===== src/rtl/instr_mem_loader.sv =====
// Byte-stream loader for the instruction memory: packs little-endian bytes into 32-bit words.
// Define LOADER_CHECKSUM_EN to add a modulo-256 byte checksum (csum_o) checked against exp_csum_i.
module instr_mem_loader #(
  parameter int unsigned W     = 32,
  parameter int unsigned D     = 2000,
  parameter int unsigned CNT_W = 16
) (
  input  logic             clk_i,
  input  logic             rst_ni,
  input  logic             start_i,
  input  logic [31:0]      base_addr_i,
  input  logic [CNT_W-1:0] num_words_i,
  input  logic             s_valid_i,
  input  logic [7:0]       s_data_i,
`ifdef LOADER_CHECKSUM_EN
  input  logic [7:0]       exp_csum_i,
  output logic [7:0]       csum_o,
`endif
  output logic             s_ready_o,
  output logic             mem_we_o,
  output logic [31:0]      mem_addr_o,
  output logic [W-1:0]     mem_wdata_o,
  output logic             busy_o,
  output logic             done_o,
  output logic             err_o
);

  localparam int unsigned SumW = CNT_W + 30;

  typedef enum logic [1:0] {StIdle, StLoad, StWrite, StDone} state_e;

  state_e           state_q, state_d;
  logic [31:0]      base_q, base_d;
  logic [CNT_W-1:0] num_q, num_d;
  logic [CNT_W-1:0] cnt_q, cnt_d;
  logic [1:0]       idx_q, idx_d;
  logic [23:0]      word_q, word_d;
  logic [31:0]      addr_q, addr_d;
  logic [W-1:0]     wdata_q, wdata_d;
  logic             err_q, err_d;
`ifdef LOADER_CHECKSUM_EN
  logic [7:0]       csum_q, csum_d;
  logic [7:0]       exp_q, exp_d;
`endif

  logic [SumW-1:0]  end_idx;
  logic             range_bad;
  logic             accept;

  // base index + count compared against D+1 avoids the wrap that "- 1" would cause at count 0
  assign end_idx   = SumW'(base_addr_i[30:2]) + SumW'(num_words_i);
  assign range_bad = (base_addr_i[1:0] != 2'b00) || base_addr_i[31] || (end_idx > SumW'(D + 1));
  assign accept    = (state_q == StLoad) && s_valid_i;

  always_comb begin
    state_d = state_q;
    base_d  = base_q;
    num_d   = num_q;
    cnt_d   = cnt_q;
    idx_d   = idx_q;
    word_d  = word_q;
    addr_d  = addr_q;
    wdata_d = wdata_q;
    err_d   = err_q;
`ifdef LOADER_CHECKSUM_EN
    csum_d  = csum_q;
    exp_d   = exp_q;
`endif
    unique case (state_q)
      StIdle: begin
        if (start_i) begin
          base_d = base_addr_i;
          num_d  = num_words_i;
          cnt_d  = '0;
          idx_d  = '0;
          err_d  = 1'b0;
`ifdef LOADER_CHECKSUM_EN
          csum_d = '0;
          exp_d  = exp_csum_i;
`endif
          if (range_bad) begin
            err_d   = 1'b1;
            state_d = StDone;
          end else if (num_words_i == '0) begin
`ifdef LOADER_CHECKSUM_EN
            err_d   = (exp_csum_i != 8'h00);
`endif
            state_d = StDone;
          end else begin
            state_d = StLoad;
          end
        end
      end
      StLoad: begin
        if (accept) begin
          idx_d = idx_q + 2'd1;
`ifdef LOADER_CHECKSUM_EN
          csum_d = csum_q + s_data_i;
`endif
          unique case (idx_q)
            2'd0: word_d[7:0]   = s_data_i;
            2'd1: word_d[15:8]  = s_data_i;
            2'd2: word_d[23:16] = s_data_i;
            2'd3: begin
              wdata_d = W'({s_data_i, word_q});
              addr_d  = base_q + 32'({cnt_q, 2'b00});
              state_d = StWrite;
            end
            default: ;
          endcase
        end
      end
      StWrite: begin
        cnt_d = cnt_q + 1'b1;
        if (cnt_d == num_q) begin
`ifdef LOADER_CHECKSUM_EN
          if (csum_q != exp_q) err_d = 1'b1;
`endif
          state_d = StDone;
        end else begin
          state_d = StLoad;
        end
      end
      StDone:  state_d = StIdle;
      default: state_d = StIdle;
    endcase
  end

  always_ff @(posedge clk_i or negedge rst_ni) begin
    if (!rst_ni) begin
      state_q <= StIdle;
      base_q  <= '0;
      num_q   <= '0;
      cnt_q   <= '0;
      idx_q   <= '0;
      word_q  <= '0;
      addr_q  <= '0;
      wdata_q <= '0;
      err_q   <= 1'b0;
`ifdef LOADER_CHECKSUM_EN
      csum_q  <= '0;
      exp_q   <= '0;
`endif
    end else begin
      state_q <= state_d;
      base_q  <= base_d;
      num_q   <= num_d;
      cnt_q   <= cnt_d;
      idx_q   <= idx_d;
      word_q  <= word_d;
      addr_q  <= addr_d;
      wdata_q <= wdata_d;
      err_q   <= err_d;
`ifdef LOADER_CHECKSUM_EN
      csum_q  <= csum_d;
      exp_q   <= exp_d;
`endif
    end
  end

  assign s_ready_o   = (state_q == StLoad);
  assign mem_we_o    = (state_q == StWrite);
  assign busy_o      = (state_q == StLoad) || (state_q == StWrite);
  assign done_o      = (state_q == StDone);
  assign err_o       = err_q;
  assign mem_addr_o  = addr_q;
  assign mem_wdata_o = wdata_q;
`ifdef LOADER_CHECKSUM_EN
  assign csum_o      = csum_q;
`endif

endmodule


===== config.mk =====
export PLATFORM = sky130hd
export DESIGN_NAME = instr_mem_loader
export DESIGN_NICKNAME = d
export VERILOG_FILES = /design/src/rtl/instr_mem_loader.sv
export SDC_FILE = /design/constraint.sdc
export NUM_CORES = 1
export LEC_CHECK = 0
export CORE_MARGIN = 4
export CORE_UTILIZATION = 46
export CTS_BUF_LIST = sky130_fd_sc_hd__clkbuf_16
export DETAILED_ROUTE_END_ITERATION = 10
export DONT_BUFFER_PORTS = 1
export GPL_ROUTABILITY_DRIVEN = 0
export GPL_TIMING_DRIVEN = 0
export PLACE_DENSITY = 0.59
export SYNTH_ARGS = -nofsm -noshare
export SYNTH_HDL_FRONTEND = slang
export SYNTH_SLANG_ARGS = --single-unit

===== constraint.sdc =====
create_clock -name clk_i -period 2.48 [get_ports clk_i]
set_clock_uncertainty 0.2 [all_clocks]
set_input_delay 0.496 -clock clk_i [delete_from_list [all_inputs] [get_ports clk_i]]
set_output_delay 0.496 -clock clk_i [all_outputs]
set_load 0.01 [all_outputs]

[After elaboration in Yosys (flattened, before gate mapping)]
Index checks and enable logic that the tools add are counted.
Widths: inputs -> output; s select.
Word-level totals
  register bits: 157
  logic and storage cells: 57
  output and inout port bits: 69
Cells by class
  reductions and logical operators: 18
  add/sub/neg operators: 4
  mux-type cells: 13
  order comparisons: 1
  eq/ne operators: 10
Operator list (number)
  $add 32x18->32: 1
  $pmux 16 s2: 1
  $add 29x16->30: 1
  $gt 30x11->1 const B: 1
  $reduce_and 3->1: 6
  $add 16x1->16 const B: 1
  $eq 16x16->1: 1
  $logic_not 16->1: 1
  $mux 16: 1
  $mux 2: 8
  $eq 2x2->1 const B: 4
  $pmux 2 s4: 1
  $reduce_bool 2->1: 3
  $eq 2x1->1 const B: 2
  $logic_not 2->1: 2
  $ne 2x1->1 const B: 2
  $pmux 2 s2: 1
  $reduce_and 2->1: 2
  $logic_or 1x1->1: 3
  $add 2x1->2 const B: 1
  $ne 2x2->1 const B: 1
  $logic_and 1x1->1: 1
  $mux 1: 1

[Longest topological paths before layout]
  depth in word-level cells: 6
  mapped depth: 12

[Worst setup path after synthesis]
No wires, ideal clock.
  path type: input to register
  start point: in base_addr_i[2]
  end point: reg state_q[1]
  setup slack: -1.251 ns
  arrival: 3.403 ns
  stages on the path: 11
  library setup time: 0.128 ns
  required time: 2.152 ns
  cell sequence: ha_1 > fa_1 > a211oi_1 > nor4_1 > o31ai_2 > a211o_1 > a31oi_1 > or4_1 > or4_4 > nor4b_2 > a211oi_1
Between the ends
  word-level cells in the longest chain between the ends: 6
Ends and longest elaborated chain
  start: declaration: RTL line 11  | input logic [31:0] base_addr_i,
  $add 29x16->30: RTL line 51  | assign end_idx = SumW'(base_addr_i[30:2]) + SumW'(num_words_i);
  $gt 30x11->1: RTL line 52  | assign range_bad = (base_addr_i[1:0] != 2'b00) || base_addr_i[31] || (end_idx > SumW'(D + 1));
  $logic_or 1x1->1: RTL line 52
  $mux 2: RTL line 81  | if (range_bad) begin
  $mux 2: RTL line 71  | if (start_i) begin
  $pmux 2 s4: RTL line 69  | unique case (state_q)
  end signal: assignment: RTL line 131  | state_q <= StIdle;
  end signal: assignment: RTL line 145  | state_q <= state_d;
  end: declaration: RTL line 32  | state_e state_q, state_d;
Every way passes these cells. The select of a mux whose other input is x is not followed.
A chain may end at the register's enable or synchronous reset.

[Worst setup path in the final report]
  start point: in base_addr_i[3]
  end point: reg state_q[1]
The elaborated chain is that of the path after synthesis.

==> qor.yml <==
sta:
  setup_viol: 17
  holdWs_ps: -423
  fmax_mhz: 315
  min_period_ps: 3170
  hold_violations: 157
  rsz0062_at_grt: "true"
  drv_slew: 0
  finalWorstSetupSlack_ps: -690
  fin_crit_sh_pct: 128
  worstMarginPinSlew_ps: 622
  fin_setup_tns_ps: -5170
  slew_headroom_pct: 58.1
clock_tree:
  cts_buffers: 17
  cts_tree: "done"
  h-tree-depth: 4
  clock_tree.buffer_depth: 2
  cts.clk_slew.worst_paths_ps: 70
  clk_latency_ps: 420
  root_buffer: "clkbuf_16"
  cts_sinks: 157
cells_and_area:
  layout.area.seq_mm2: 0.00393
  final_cell_count_no_fill: 1199
  diodes: 0
  nFillCells: 1688
  multi_input_area_mm2: 0.00522
  drive_above_1_share_pct: 26.0
  area_growth_pct: 17.0
  final_area_mm2: 0.0105
  nets: 1029
critical_path:
  cp.arrival_ps: 3270
  crit_path_start_kind: "primary input"
  cp_common_cell: "or4_4"
  slowest_delay_ps: 520
  end_kind: "register"
  path_cells: "ha_4 > a211o_4 > a2111oi_4 > o211ai_2 > a21boi_4 > mux2i_1 > or4_4 > or4_4 > nor4b_4 > a211oi_1"
  critPathMaxFanout: 3
  slowest_stage: "or4_4"
  critPathKind: "primary input to register"
  crit_family: "simple AND/OR/NAND/NOR gates"
  cp_num_buf_inv: 0
  required_ps: 2580
place:
  place_area_mm2: 0.00943
  dp_hpwl_mm: 16.9
  place_inst: 1145
  portBuffers: 0
synth:
  synth_area_per_cell_um2: 10.2
  synth_area_leaders: "dfrtp_1 44%, mux2_2 13%, ha_1 5.7%"
  yosysWarnings: 0
  yosysMostFrequentCell: "dfrtp_1"
  synthDominantCellAreaShare_pct: 43.7
  ys.flop_type: "dfrtp_1"
  synth_edf_count: 0
  synth_top_cell_by_area: "dfrtp_1"
  yosysUniqueCellTypes: 59
  netlist_area_mm2: 0.00900
  seq_area_frac_synth_pct: 43.7
  ys_ff_latch: 157
  synth_common_cells: "157 x dfrtp_1, 107 x mux2_2, 87 x nand2_1, 69 x o21ai_0, 47 x nor2_1"
  syn-num-nets: 988
  synthArstFlopShare_pct: 100
  postSynthCellCount: 885
route:
  drt-total-wl_mm: 22.4
  routedWlPerCell_um: 18.7
  num_vias: 6879
  via_per_inst: 5.74
  antenna_left: 0
  drc: 0
  dr.pass1.iters: 5
  drt_iter0_drc: 309
die:
  die_height_um: 148
  fp-row-count: 50
  start_util_pct: 47.5
  core_mm2: 0.0190
  die-area_mm2: 0.0219
  io_pins: 129
  dieWidth_um: 148
outcome:
  status: "complete, but fails checks"
  violations: "negative hold slack, negative setup slack"
grt:
  grt_first_pass_wirelength_mm: 36.0
  overflow: 0
  track_usage_pct: 20.6
  grt_max_degree: 158
  first_global_vias: 6727
  antenna_found_initial: 0
pwr:
  pwr-share-seq_pct: 43.3
  clkPwrFrac_pct: 24.0
  switching_share_pct: 35.1
  power_frac_comb_pct: 32.7
  p_sw_w: 0.00377
  pwr_density_cell_mw_per_mm2: 1020
  p_leak_nw: 4.48
  p_int_w: 0.00698
  fin_total_pwr_w: 0.0107
  irDropWorstVdd_mv: 0.499
flow_run:
  cap_violations: 0
hold_path:
  hold_class: "primary input to asynchronous set/reset pin"
placed cells by master, fill, tap and decap left out, drive strengths merged, types with 14 or more instances in the layout:
cell type	Yosys	layout
dfrtp	157	157
mux2	107	107
buf	4	31
and3	16	16
clkbuf	34	46
xnor2	35	35
nor2	47	47
nor4	14	14
ha	41	41
inv	25	31
nand4	17	17
nand3	29	29
xor2	24	24
o21ai	71	71
nand2	87	87
a21oi	38	38
cells by family after synthesis:
| group | synth area share (%) |
|---|---|
| xor gates and xnor gates | 5.74 |
| and+or+nand+nor | 14.1 |
| AOI/OAI and AO/OA | 13.9 |
| DFF | 43.7 |
| muxes | 13.7 |
| adders and majority gates | 6.14 |
| buffers and inverters | 2.71 |
worst paths after layout:
kind | from | endpoint | slack [ps] | depth (start not counted)
setup / recovery | base_addr_i[3] | state_q[1]$_DFFE_PN0P_ | -690 | 10
hold / removal | rst_ni | mem_wdata_o[0]$_DFFE_PN0P_ | -420 | 0
setup reg to reg | cnt_q[1]$_DFFE_PN0P_ | mem_addr_o[31]$_DFFE_PN0P_ | -440 | 11
hold reg to reg | word_q[6]$_DFFE_PN0P_ | mem_wdata_o[6]$_DFFE_PN0P_ | 300 | 1
max in group asynchronous | rst_ni | cnt_q[0]$_DFFE_PN0P_ | 2300 | 0
min in group clk_i | base_addr_i[1] | base_q[1]$_DFFE_PN0P_ | 20 | 1
metrics by stage:
| step | worst slack, ps | utilization [%] |
|---|---|---|
| floorplan | -977 | - |
| global placement | -1460 | 49.7 |
| detailed placement | -1430 | 49.7 |
| CTS | -664 | 54.6 |
| global route | -755 | 55.5 |
| finish | -690 | 55.5 |
power by group through the flow:
stage               Combinational (W)  Clock (W)  Sequential [W]
floorplan                     0.00258          0         0.00435
global route                  0.00392    0.00274         0.00479
global placement              0.00301          0         0.00466
CTS                           0.00338    0.00264         0.00466
detailed placement            0.00309          0         0.00470
finish                        0.00351    0.00258         0.00465
layer usage:
layer	vias up	part of all wire (%)	global-route usage [%]
met5	-	0	0
met1	3355	44	26.6
met4	0	1.7	6.61
met2	177	48	34.1
li1	3323	-	-
met3	24	6.5	5.30
area by class of cell:
type	count	area share (%)
Tap cell	260	3.09
Timing Repair Buffer	28	2.17
Clock inverter	15	1.53
Inverter	25	0.891
Clock buffer	17	4.04
Sequential cell	157	37.4
Multi-Input combinational cell	665	49.6
Buffer	32	1.32
flip-flops by register name (all words and copies together) (netlist names):
name and count:
state_q 2, mem_wdata_o 32, err_o 1, cnt_q 16
word_q 24, mem_addr_o 32, idx_q 2, num_q 16
base_q 32
timing repair:
action | CTS | global route
endpoints found under the hold margin | 157 | 157
pin swaps | 34 | 32
buffers inserted | 21 | 7
setup endpoints to repair | 46 | 119
resized for setup | 54 | 49
(Power assumes the default switching activity.)
